## config.mk

```make
export PLATFORM = sky130hd
export DESIGN_NAME = pipe_controller
export DESIGN_NICKNAME = d
export VERILOG_FILES = /design/src/rtl/pipe_controller.sv
export SDC_FILE = /design/constraint.sdc
export NUM_CORES = 1
export LEC_CHECK = 0
export BUFFER_PORTS_ARGS = -buffer_cell sky130_fd_sc_hd__buf_4
export CAP_MARGIN = 10
export CORE_MARGIN = 2
export CORE_UTILIZATION = 30
export DETAILED_ROUTE_END_ITERATION = 10
export GPL_TIMING_DRIVEN = 0
export PLACE_DENSITY = 0.65
export SKIP_LAST_GASP = 1
export SYNTH_ARGS = -nofsm -noshare
export SYNTH_HDL_FRONTEND = slang
export SYNTH_SLANG_ARGS = --single-unit
export TNS_END_PERCENT = 10
```

## constraint.sdc

```tcl
create_clock -name clk -period 5.2 [get_ports clk]
set_input_delay 0.52 -clock clk [delete_from_list [all_inputs] [get_ports clk]]
set_output_delay 0.52 -clock clk [all_outputs]
set_load 0.02 [all_outputs]
```

## src/rtl/pipe_controller.sv

```systemverilog
// Decode and hazard controller for the 3-stage RV32I core (IF | ID/EX | WB): combinational
// EX controls, registered WB controls, and an FSM sequencing MDU stalls and trap entry.
module pipe_controller #(
  parameter int EN_MEXT = 1,
  parameter int MUL_LAT = 3,
  parameter int DIV_LAT = 34,
  parameter int CNT_W   = 6
) (
  input  logic        clk,
  input  logic        rst,
  input  logic [31:0] inst_i,
  input  logic        inst_valid_i,
  input  logic        br_taken_i,
  input  logic        irq_i,
  input  logic        mie_i,
  output logic        sel_opr_a,
  output logic        sel_opr_b,
  output logic [3:0]  aluop,
  output logic [2:0]  imm_type,
  output logic [2:0]  br_type,
  output logic [2:0]  mem_type,
  output logic        wr_en,
  output logic        csr_rd,
  output logic        sel_pc,
  output logic        mdu_start,
  output logic [2:0]  mdu_op,
  output logic        stall_o,
  output logic        flush_o,
  output logic        is_mret,
  output logic        trap_o,
  output logic [1:0]  trap_cause,
  output logic        wb_rf_en,
  output logic        wb_rd_en,
  output logic        wb_csr_wr,
  output logic [1:0]  wb_sel_wb
);

  localparam logic [6:0] OP_LOAD   = 7'b0000011;
  localparam logic [6:0] OP_IMM    = 7'b0010011;
  localparam logic [6:0] OP_AUIPC  = 7'b0010111;
  localparam logic [6:0] OP_STORE  = 7'b0100011;
  localparam logic [6:0] OP_REG    = 7'b0110011;
  localparam logic [6:0] OP_LUI    = 7'b0110111;
  localparam logic [6:0] OP_BRANCH = 7'b1100011;
  localparam logic [6:0] OP_JALR   = 7'b1100111;
  localparam logic [6:0] OP_JAL    = 7'b1101111;
  localparam logic [6:0] OP_SYSTEM = 7'b1110011;
  localparam logic [31:0] MRET_INST = 32'h3020_0073;

  localparam logic MUL_MULTI = (MUL_LAT >= 2);
  localparam logic DIV_MULTI = (DIV_LAT >= 2);
  localparam logic [CNT_W-1:0] MUL_CNT = (MUL_LAT >= 2) ? CNT_W'(MUL_LAT - 2) : '0;
  localparam logic [CNT_W-1:0] DIV_CNT = (DIV_LAT >= 2) ? CNT_W'(DIV_LAT - 2) : '0;

  typedef enum logic [3:0] {
    ALU_ADD = 4'b0000, ALU_SUB = 4'b0001, ALU_SLL = 4'b0010, ALU_SLT = 4'b0011,
    ALU_SLTU = 4'b0100, ALU_XOR = 4'b0101, ALU_SRL = 4'b0110, ALU_SRA = 4'b0111,
    ALU_OR = 4'b1000, ALU_AND = 4'b1001, ALU_PASSB = 4'b1010
  } alu_t;

  typedef enum logic [2:0] {
    IMM_I = 3'b000, IMM_J = 3'b001, IMM_U = 3'b010, IMM_B = 3'b011, IMM_S = 3'b100
  } imm_t;

  typedef enum logic [1:0] {S_RUN, S_BUSY, S_TRAP} state_t;

  typedef struct packed {
    logic       rf_en;
    logic       rd_en;
    logic       csr_wr;
    logic [1:0] sel_wb;
  } wb_t;

  typedef struct packed {
    logic       legal;
    logic       sel_opr_a;
    logic       sel_opr_b;
    alu_t       aluop;
    imm_t       imm_type;
    logic [2:0] br_type;
    logic [2:0] mem_type;
    logic [2:0] mdu_op;
    logic       wr_en;
    logic       csr_rd;
    logic       is_branch;
    logic       is_jump;
    logic       is_mret;
    logic       is_mop;
    wb_t        wb;
  } dec_t;

  function automatic alu_t alu_of(input logic [2:0] f3, input logic alt);
    case (f3)
      3'b000:  return alt ? ALU_SUB : ALU_ADD;
      3'b001:  return ALU_SLL;
      3'b010:  return ALU_SLT;
      3'b011:  return ALU_SLTU;
      3'b100:  return ALU_XOR;
      3'b101:  return alt ? ALU_SRA : ALU_SRL;
      3'b110:  return ALU_OR;
      default: return ALU_AND;
    endcase
  endfunction

  function automatic logic [2:0] br_of(input logic [2:0] f3);
    case (f3)
      3'b001:  return 3'b001;
      3'b100:  return 3'b010;
      3'b101:  return 3'b011;
      3'b110:  return 3'b100;
      3'b111:  return 3'b101;
      default: return 3'b000;
    endcase
  endfunction

  function automatic logic [2:0] mem_of(input logic [2:0] f3);
    case (f3)
      3'b001:  return 3'b001;
      3'b010:  return 3'b010;
      3'b100:  return 3'b011;
      3'b101:  return 3'b100;
      default: return 3'b000;
    endcase
  endfunction

  logic [6:0] opcode;
  logic [2:0] funct3;
  logic [6:0] funct7;
  dec_t       dec;

  assign opcode = inst_i[6:0];
  assign funct3 = inst_i[14:12];
  assign funct7 = inst_i[31:25];

  always_comb begin : decode
    dec       = '0;
    dec.legal = 1'b1;
    case (opcode)
      OP_REG: begin
        dec.wb.rf_en = 1'b1;
        if (funct7 == 7'b0000000) begin
          dec.aluop = alu_of(funct3, 1'b0);
        end else if (funct7 == 7'b0100000 && (funct3 == 3'b000 || funct3 == 3'b101)) begin
          dec.aluop = alu_of(funct3, 1'b1);
        end else if (funct7 == 7'b0000001 && EN_MEXT != 0) begin
          dec.is_mop = 1'b1;
          dec.mdu_op = funct3;
        end else begin
          dec.legal = 1'b0;
        end
      end
      OP_IMM: begin
        dec.sel_opr_b = 1'b1;
        dec.aluop     = alu_of(funct3, funct3 == 3'b101 && inst_i[30]);
        dec.wb.rf_en  = 1'b1;
      end
      OP_LOAD: begin
        dec.sel_opr_b = 1'b1;
        dec.mem_type  = mem_of(funct3);
        dec.wb        = '{rf_en: 1'b1, rd_en: 1'b1, csr_wr: 1'b0, sel_wb: 2'b01};
      end
      OP_STORE: begin
        dec.sel_opr_b = 1'b1;
        dec.imm_type  = IMM_S;
        dec.mem_type  = mem_of(funct3);
        dec.wr_en     = 1'b1;
      end
      OP_BRANCH: begin
        dec.sel_opr_a = 1'b1;
        dec.sel_opr_b = 1'b1;
        dec.imm_type  = IMM_B;
        dec.br_type   = br_of(funct3);
        dec.is_branch = 1'b1;
      end
      OP_JAL: begin
        dec.sel_opr_a = 1'b1;
        dec.sel_opr_b = 1'b1;
        dec.imm_type  = IMM_J;
        dec.is_jump   = 1'b1;
        dec.wb        = '{rf_en: 1'b1, rd_en: 1'b0, csr_wr: 1'b0, sel_wb: 2'b10};
      end
      OP_JALR: begin
        dec.sel_opr_b = 1'b1;
        dec.is_jump   = 1'b1;
        dec.wb        = '{rf_en: 1'b1, rd_en: 1'b0, csr_wr: 1'b0, sel_wb: 2'b10};
      end
      OP_LUI: begin
        dec.sel_opr_b = 1'b1;
        dec.imm_type  = IMM_U;
        dec.aluop     = ALU_PASSB;
        dec.wb.rf_en  = 1'b1;
      end
      OP_AUIPC: begin
        dec.sel_opr_a = 1'b1;
        dec.sel_opr_b = 1'b1;
        dec.imm_type  = IMM_U;
        dec.wb.rf_en  = 1'b1;
      end
      OP_SYSTEM: begin
        if (inst_i == MRET_INST) begin
          dec.is_mret = 1'b1;
        end else if (funct3 == 3'b001) begin
          dec.csr_rd = 1'b1;
          dec.wb     = '{rf_en: 1'b1, rd_en: 1'b0, csr_wr: 1'b1, sel_wb: 2'b11};
        end else begin
          dec.legal = 1'b0;
        end
      end
      default: dec.legal = 1'b0;
    endcase
    // An illegal instruction shows no decoded fields at all.
    if (!dec.legal) dec = '0;
  end

  state_t           state_q, state_d;
  logic [CNT_W-1:0] cnt_q, cnt_d;
  wb_t              wb_q, wb_d;
  logic             mop_multi;
  logic [CNT_W-1:0] mop_cnt;
  logic             show;

  assign mop_multi = funct3[2] ? DIV_MULTI : MUL_MULTI;
  assign mop_cnt   = funct3[2] ? DIV_CNT : MUL_CNT;

  always_comb begin : control
    // NOTE: every output gets a default before any branch, so no path can infer a latch.
    sel_opr_a  = 1'b0;
    sel_opr_b  = 1'b0;
    aluop      = 4'b0000;
    imm_type   = 3'b000;
    br_type    = 3'b000;
    mem_type   = 3'b000;
    mdu_op     = 3'b000;
    wr_en      = 1'b0;
    csr_rd     = 1'b0;
    sel_pc     = 1'b0;
    mdu_start  = 1'b0;
    stall_o    = 1'b0;
    flush_o    = 1'b0;
    is_mret    = 1'b0;
    trap_o     = 1'b0;
    trap_cause = 2'b00;
    show       = 1'b0;
    state_d    = state_q;
    cnt_d      = cnt_q;
    wb_d       = '0;

    if (!rst) begin
      unique case (state_q)
        S_RUN: begin
          if (inst_valid_i) begin
            show = 1'b1;
            if (!dec.legal || (irq_i && mie_i)) begin
              trap_o     = 1'b1;
              trap_cause = dec.legal ? 2'b10 : 2'b01;
              sel_pc     = 1'b1;
              flush_o    = 1'b1;
              state_d    = S_TRAP;
            end else begin
              wr_en  = dec.wr_en;
              csr_rd = dec.csr_rd;
              wb_d   = dec.wb;
              if (dec.is_mret) begin
                is_mret = 1'b1;
                sel_pc  = 1'b1;
                flush_o = 1'b1;
              end else if (dec.is_jump || (dec.is_branch && br_taken_i)) begin
                sel_pc  = 1'b1;
                flush_o = 1'b1;
              end else if (dec.is_mop) begin
                mdu_start = 1'b1;
                if (mop_multi) begin
                  stall_o = 1'b1;
                  cnt_d   = mop_cnt;
                  wb_d    = '0;
                  state_d = S_BUSY;
                end
              end
            end
          end
        end
        S_BUSY: begin
          // The held M-op keeps driving its fields; interrupts wait for RUN.
          show = 1'b1;
          if (cnt_q != '0) begin
            stall_o = 1'b1;
            cnt_d   = cnt_q - 1'b1;
          end else begin
            wb_d    = '{rf_en: 1'b1, rd_en: 1'b0, csr_wr: 1'b0, sel_wb: 2'b00};
            state_d = S_RUN;
          end
        end
        S_TRAP: begin
          flush_o = 1'b1;
          state_d = S_RUN;
        end
        default: state_d = S_RUN;
      endcase
    end

    if (show) begin
      sel_opr_a = dec.sel_opr_a;
      sel_opr_b = dec.sel_opr_b;
      aluop     = dec.aluop;
      imm_type  = dec.imm_type;
      br_type   = dec.br_type;
      mem_type  = dec.mem_type;
      mdu_op    = dec.mdu_op;
    end
  end

  // NOTE: state registers use non-blocking assignments so every flop samples pre-edge values.
  always_ff @(posedge clk) begin
    if (rst) begin
      state_q <= S_RUN;
      cnt_q   <= '0;
      wb_q    <= '0;
    end else begin
      state_q <= state_d;
      cnt_q   <= cnt_d;
      wb_q    <= wb_d;
    end
  end

  assign wb_rf_en  = wb_q.rf_en;
  assign wb_rd_en  = wb_q.rd_en;
  assign wb_csr_wr = wb_q.csr_wr;
  assign wb_sel_wb = wb_q.sel_wb;

endmodule

```

# Word level (Yosys, flattened, before mapping)
# Cells that the tools add are included.
# totals
word_cells,172
output_inout_bits,33
inputBits,38
ff_bits,13
# op_classes
reduce_logical,21
n_eq_ne,32
muxes,112
addsub,1
# op_table
cell,n
case mux 4 bit (7 select lines),3
two-way mux 1 bit,56
two-way mux 6 bit,7
two-way mux 5 bit,8
== test 32 x 30 -> 1 bit (second input constant),1
two-way mux 3 bit,10
two-way mux 30 bit,1
== test 7 x 6 -> 1 bit (second input constant),4
== test 7 bit (second input constant),4
case mux 3 bit (4 select lines),2
case mux 4 bit (3 select lines),2
two-way mux 2 bit,11
case mux 3 bit (5 select lines),1
== test 7 x 5 -> 1 bit (second input constant),2
!= test 2 bit (second input constant),7
== test 3 bit (second input constant),4
two-way mux 4 bit,3
case mux 6 bit (2 select lines),1
case mux 5 bit (2 select lines),1
!= test 3 bit (second input constant),3
case mux 1 bit (2 select lines),4
OR reduction 8 bit,1
== test 7 x 1 -> 1 bit (second input constant),1
== test 7 x 2 -> 1 bit (second input constant),1
other kinds (20),28

# Longest topological paths before layout
# depth
depth_word,15
ltp_mapped,7
depth_no_buf,6

# Worst setup path after synthesis
# Ideal clock, no wire load.
# synth_path
path_type,input to output
start,input port inst_i[5]
end,output port aluop[2]
setup_slack_ns,2.365
arrival_ns,2.315
required_ns,4.680
cell_stages,6
cell_sequence,buf_2 -> nand2_1 -> nand4bb_2 -> or4_1 -> buf_6 -> a2111oi_2
# synth_between
elab_chain_len,5
word_cells_on_any_way,17
cone_classes,eq/ne (11); mux (5); reduce/logical (1)
# synth_lines
item,line_no,text
from (decl),11,"input logic [31:0] inst_i,"
"== test 32 x 30 -> 1 bit, or another cell as far along",200,if (inst_i == MRET_INST) begin
two-way mux 1 bit or OR reduction 8 bit (tied branches),n/a,
case mux 1 bit (3 select lines),138,case (opcode)
two-way mux 30 bit (*),212,if (!dec.legal) dec = '0;
two-way mux 4 bit (*),301,if (show) begin
to (decl),18,"output logic [3:0] aluop,"
# Mark *: on every way between the ends. The rest lies on a longest branch, timed or not.

# Final worst setup path
# layout_path
start,input port inst_i[3]
end,output port aluop[2]
# Same word-level chain as after synthesis.

==> results by group <==
Status
  – Outcome: completed

Clock network
  – Clock-pin slew on the worst setup and hold paths: 60 ps
  – Count of hold-fix buffers inserted at cts: 0
  – Buffer cell driving the clock tree root: sky130_fd_sc_hd__clkbuf_8
  – Clock sink count: 13
  – TritonCTS clock tree: built
  – Max Root-Sink Buffers: 2
  – Number of clock buffers inserted by TritonCTS: 3
  – CTS H-tree depth: 1
  – Total of cells resized after clock tree synthesis: 0
  – Latest clock arrival within the worst-skew pair: 240 ps
  – Setup fix buffers added after clock tree synthesis: 0

Global routing
  – Via count of the first global-routing pass: 1604
  – Pin count of the biggest net entering global routing: 11
  – First-pass GRT wire length: 7.500 mm
  – Initial antenna violation count: 0
  – Global routing usage summed across all routing layers: 17.49%
  – Congestion Overflow GR: 0

Worst setup path
  – Dominant delay contributor by cell family on the critical path: simple AND/OR/NAND/NOR gates
  – Count of buffer and inverter cells on the critical path: 3
  – Type of the setup path with the least slack: in2out
  – Chain of cells forming the critical path: buf_4 -> and4bb_1 -> nand4bb_2 -> or4_1 -> buf_6 -> a2111oi_2 -> buf_4
  – Register-to-Register Path Depth: 5
  – Arrival @ worst endpoint: 2520 ps
  – Capturing element type of the critical path: output pin
  – Critical path launch point type: input pin
  – Largest fanout on the critical path: 10
  – Required time of the critical path: 4680 ps
  – Most common cell type on the critical path: sky130_fd_sc_hd__buf_4
  – Slowest cell on the critical path: sky130_fd_sc_hd__or4_1
  – Setup slack of the worst register-to-register path: 3160 ps
  – Critical Path Max Stage Delay: 570 ps
  – End of the worst register-to-register path: wb_rf_en$_SDFF_PP0_
  – R2R Path Start: state_q[1]$_SDFFE_PP0P_

Yosys
  – Number of enable-type register cells in the synthesized netlist: 0
  – Post-synthesis instance total: 207
  – Cell with the most instances after synthesis: sky130_fd_sc_hd__nor2_1
  – Warnings, synthesis: 0
  – Syn Area/Cell: 6.909 µm²
  – Prevailing post-synth register cell: sky130_fd_sc_hd__dfxtp_1
  – Cell types with the largest area share after synthesis: sky130_fd_sc_hd__dfxtp_1, sky130_fd_sc_hd__nor2_1, sky130_fd_sc_hd__nand2_1
  – Post-synth cell types: 49
  – Post-synthesis instance area: 0.001430 mm²
  – Yosys top cell area share: 18.20%
  – Sequential fraction of the synthesis area: 18.20%
  – Async set-reset flop share out of synthesis: 0%
  – Most frequent cells after synthesis: sky130_fd_sc_hd__nor2_1, sky130_fd_sc_hd__nand2_1, sky130_fd_sc_hd__dfxtp_1
  – Area leader, netlist: sky130_fd_sc_hd__dfxtp_1
  – Net count of the mapped netlist: 246
  – Number of storage elements in the synthesis netlist: 13

Final layout
  – Total area of sequential cells: 260.3 µm²
  – Final Net Count: 318
  – Post-route cell area: 0.002046 mm²
  – Diodes inserted: 0
  – Count of placed standard cells in the final layout, fillers left out: 332
  – Area growth syn-to-layout: 43.04%
  – Multi-input gate area in the final layout: 0.001065 mm²
  – Number of fill cells in the layout: 482
  – Layout cells sized above 1: 31.65%
  – Post-layout util: 43.89%

Power and ir drop
  – Lkg Pwr: 0.8110 nW
  – Post-layout total power: 0.0002689 W
  – Maximum vdd ir drop: 57.29 µV
  – Power density cells: 131.5 mW/mm²

Detailed routing
  – Detailed-routing iteration count for the pre-antenna-repair pass: 4
  – Number of design-rule violations left by the first detailed-router iteration: 109
  – Vias per Instance: 5.461
  – Vias after detailed routing: 1813
  – Routed wirelength normalized by instance count: 14.11 µm
  – Total length of routed wires: 4.685 mm
  – Number of routed nets with antenna violations: 0
  – DRC errors left: 0

Worst hold path
  – Hold crit path type: reg2reg
  – Hold Crit Depth: 2
  – Destination of the worst hold path: cnt_q[1]$_SDFFE_PP0P_
  – Min-Delay Startpoint: cnt_q[1]$_SDFFE_PP0P_

Die
  – Effective utilization at floorplan: 30.68%
  – Core area: 0.004661 mm²
  – Number of cell rows: 25
  – Vert. Die Dim: 73.05 µm
  – Die area: 0.005336 mm²
  – Die width: 73.05 µm
  – Count of pins on the block boundary: 71

STA
  – Fin crit period: 3039 ps
  – Worst slew margin relative to its limit: 40.57%
  – Worst-Margin Slew: 879.1 ps
  – Skew final: 3.698 ps
  – Final Hold Fails: 0
  – Unrepaired setup endpoints after global routing: no
  – Top achievable clock speed: 329.0 MHz
  – Total of endpoints with negative setup slack in the final report: 0
  – Fraction of the cycle the final worst path needs: 58.44%
  – Total negative setup slack: 0 ps
  – Max-slew violation count: 0

Place
  – Final HPWL from detailed placement: 3.848 mm
  – Routability Congestion: 0.8851
  – Dpl cell area: 0.002001 mm²
  – Number of instances in the placed design: 328
  – Count of buffers from port buffering: 67

Flow run
  – Max-cap violations: 0
where the power goes:
part / internal (W) / switching, W / total [W] / leakage [nW]
sequential: 0.000100 / 0.000000183 / 0.000100 / 0.105
clock: 0.0000541 / 0.0000358 / 0.0000899 / 0.0228
combinational: 0.0000355 / 0.0000430 / 0.0000785 / 0.683
metrics by stage:
step | hold slack, ps | setup WS, ps
finish | 512.8 | 2161
global route | 567.5 | 2058
CTS | 512.9 | 2151
detailed placement | 505.3 | 2154
global placement | 500.9 | 2154
floorplan | 490.3 | 2365
cells by family after synthesis:
| kind of cell | Yosys count | share of synthesized area, % |
|---|---|---|
| AO/OA/AOI/OAI | 45 | 23.36 |
| XOR/XNOR | 2 | 1.225 |
| adder cells (fa/ha/maj) | 1 | 0.8748 |
| buffers and inverters | 24 | 7.349 |
| flip-flops | 13 | 18.20 |
| multiplexers | 2 | 1.400 |
| AND/OR/NAND/NOR | 120 | 47.59 |
worst register-to-register path, stage by stage, from the launching register on:
cell and delay, ps:
sky130_fd_sc_hd__dfxtp_1 300, sky130_fd_sc_hd__clkbuf_1 170, sky130_fd_sc_hd__nor4b_1 800, sky130_fd_sc_hd__nand3_1 280, sky130_fd_sc_hd__a31o_2 300, sky130_fd_sc_hd__o22ai_1 120
sequential cells by signal, indices dropped and copies added (netlist names):
signal,cells
wb_rf_en,1
cnt_q,6
state_q,2
wb_csr_wr,1
wb_sel_wb,2
wb_rd_en,1
cells in the final DEF, fill, tap and decap left out, types with 3 or more instances in the layout:
cell type,instances
sky130_fd_sc_hd__o21ai_0,10
sky130_fd_sc_hd__nand3_1,4
sky130_fd_sc_hd__clkbuf_1,6
sky130_fd_sc_hd__or3_1,4
sky130_fd_sc_hd__clkbuf_8,3
sky130_fd_sc_hd__a2111oi_2,4
sky130_fd_sc_hd__nor4b_1,5
sky130_fd_sc_hd__buf_2,6
sky130_fd_sc_hd__nand4_1,9
sky130_fd_sc_hd__a21oi_1,8
sky130_fd_sc_hd__nor3_1,12
sky130_fd_sc_hd__nand2_1,18
sky130_fd_sc_hd__a211oi_1,4
sky130_fd_sc_hd__o22ai_1,3
sky130_fd_sc_hd__nand2b_1,7
sky130_fd_sc_hd__and2_1,4
sky130_fd_sc_hd__and3_1,4
sky130_fd_sc_hd__inv_1,12
sky130_fd_sc_hd__nor2_1,28
sky130_fd_sc_hd__buf_4,67
sky130_fd_sc_hd__a31o_2,3
sky130_fd_sc_hd__nor4_1,7
sky130_fd_sc_hd__dfxtp_1,13
area by class of cell:
| type | count | area share, % |
|---|---|---|
| inverters | 12 | 2.202 |
| well taps | 54 | 3.303 |
| clock buffers | 4 | 2.202 |
| multi-input cells | 170 | 52.05 |
| plain buffers | 12 | 2.936 |
| repair buffers | 67 | 24.59 |
| flip-flops and latches | 13 | 12.72 |
routing by layer:
layer	part of all wire, %	routed length (µm)	up-vias	track usage [%]
met5	0	0	-	0
met4	0.94	44	0	3.704
met3	6.3	296	5	1.519
met2	46	2155	69	27.43
met1	47	2189	813	25.85
li1	-	-	926	-
worst max-delay path by stage:
stage	depth (start not counted)	start	end	slack, ps
floorplan	6	inst_i[5]	aluop[2]	2360
global placement	7	inst_i[3]	mem_type[0]	2150
detailed placement	7	inst_i[3]	aluop[2]	2150
CTS	7	inst_i[3]	aluop[2]	2150
global route	7	inst_i[3]	aluop[2]	2060
finish	7	inst_i[3]	aluop[2]	2160
Power figures use the tool's default switching activity.
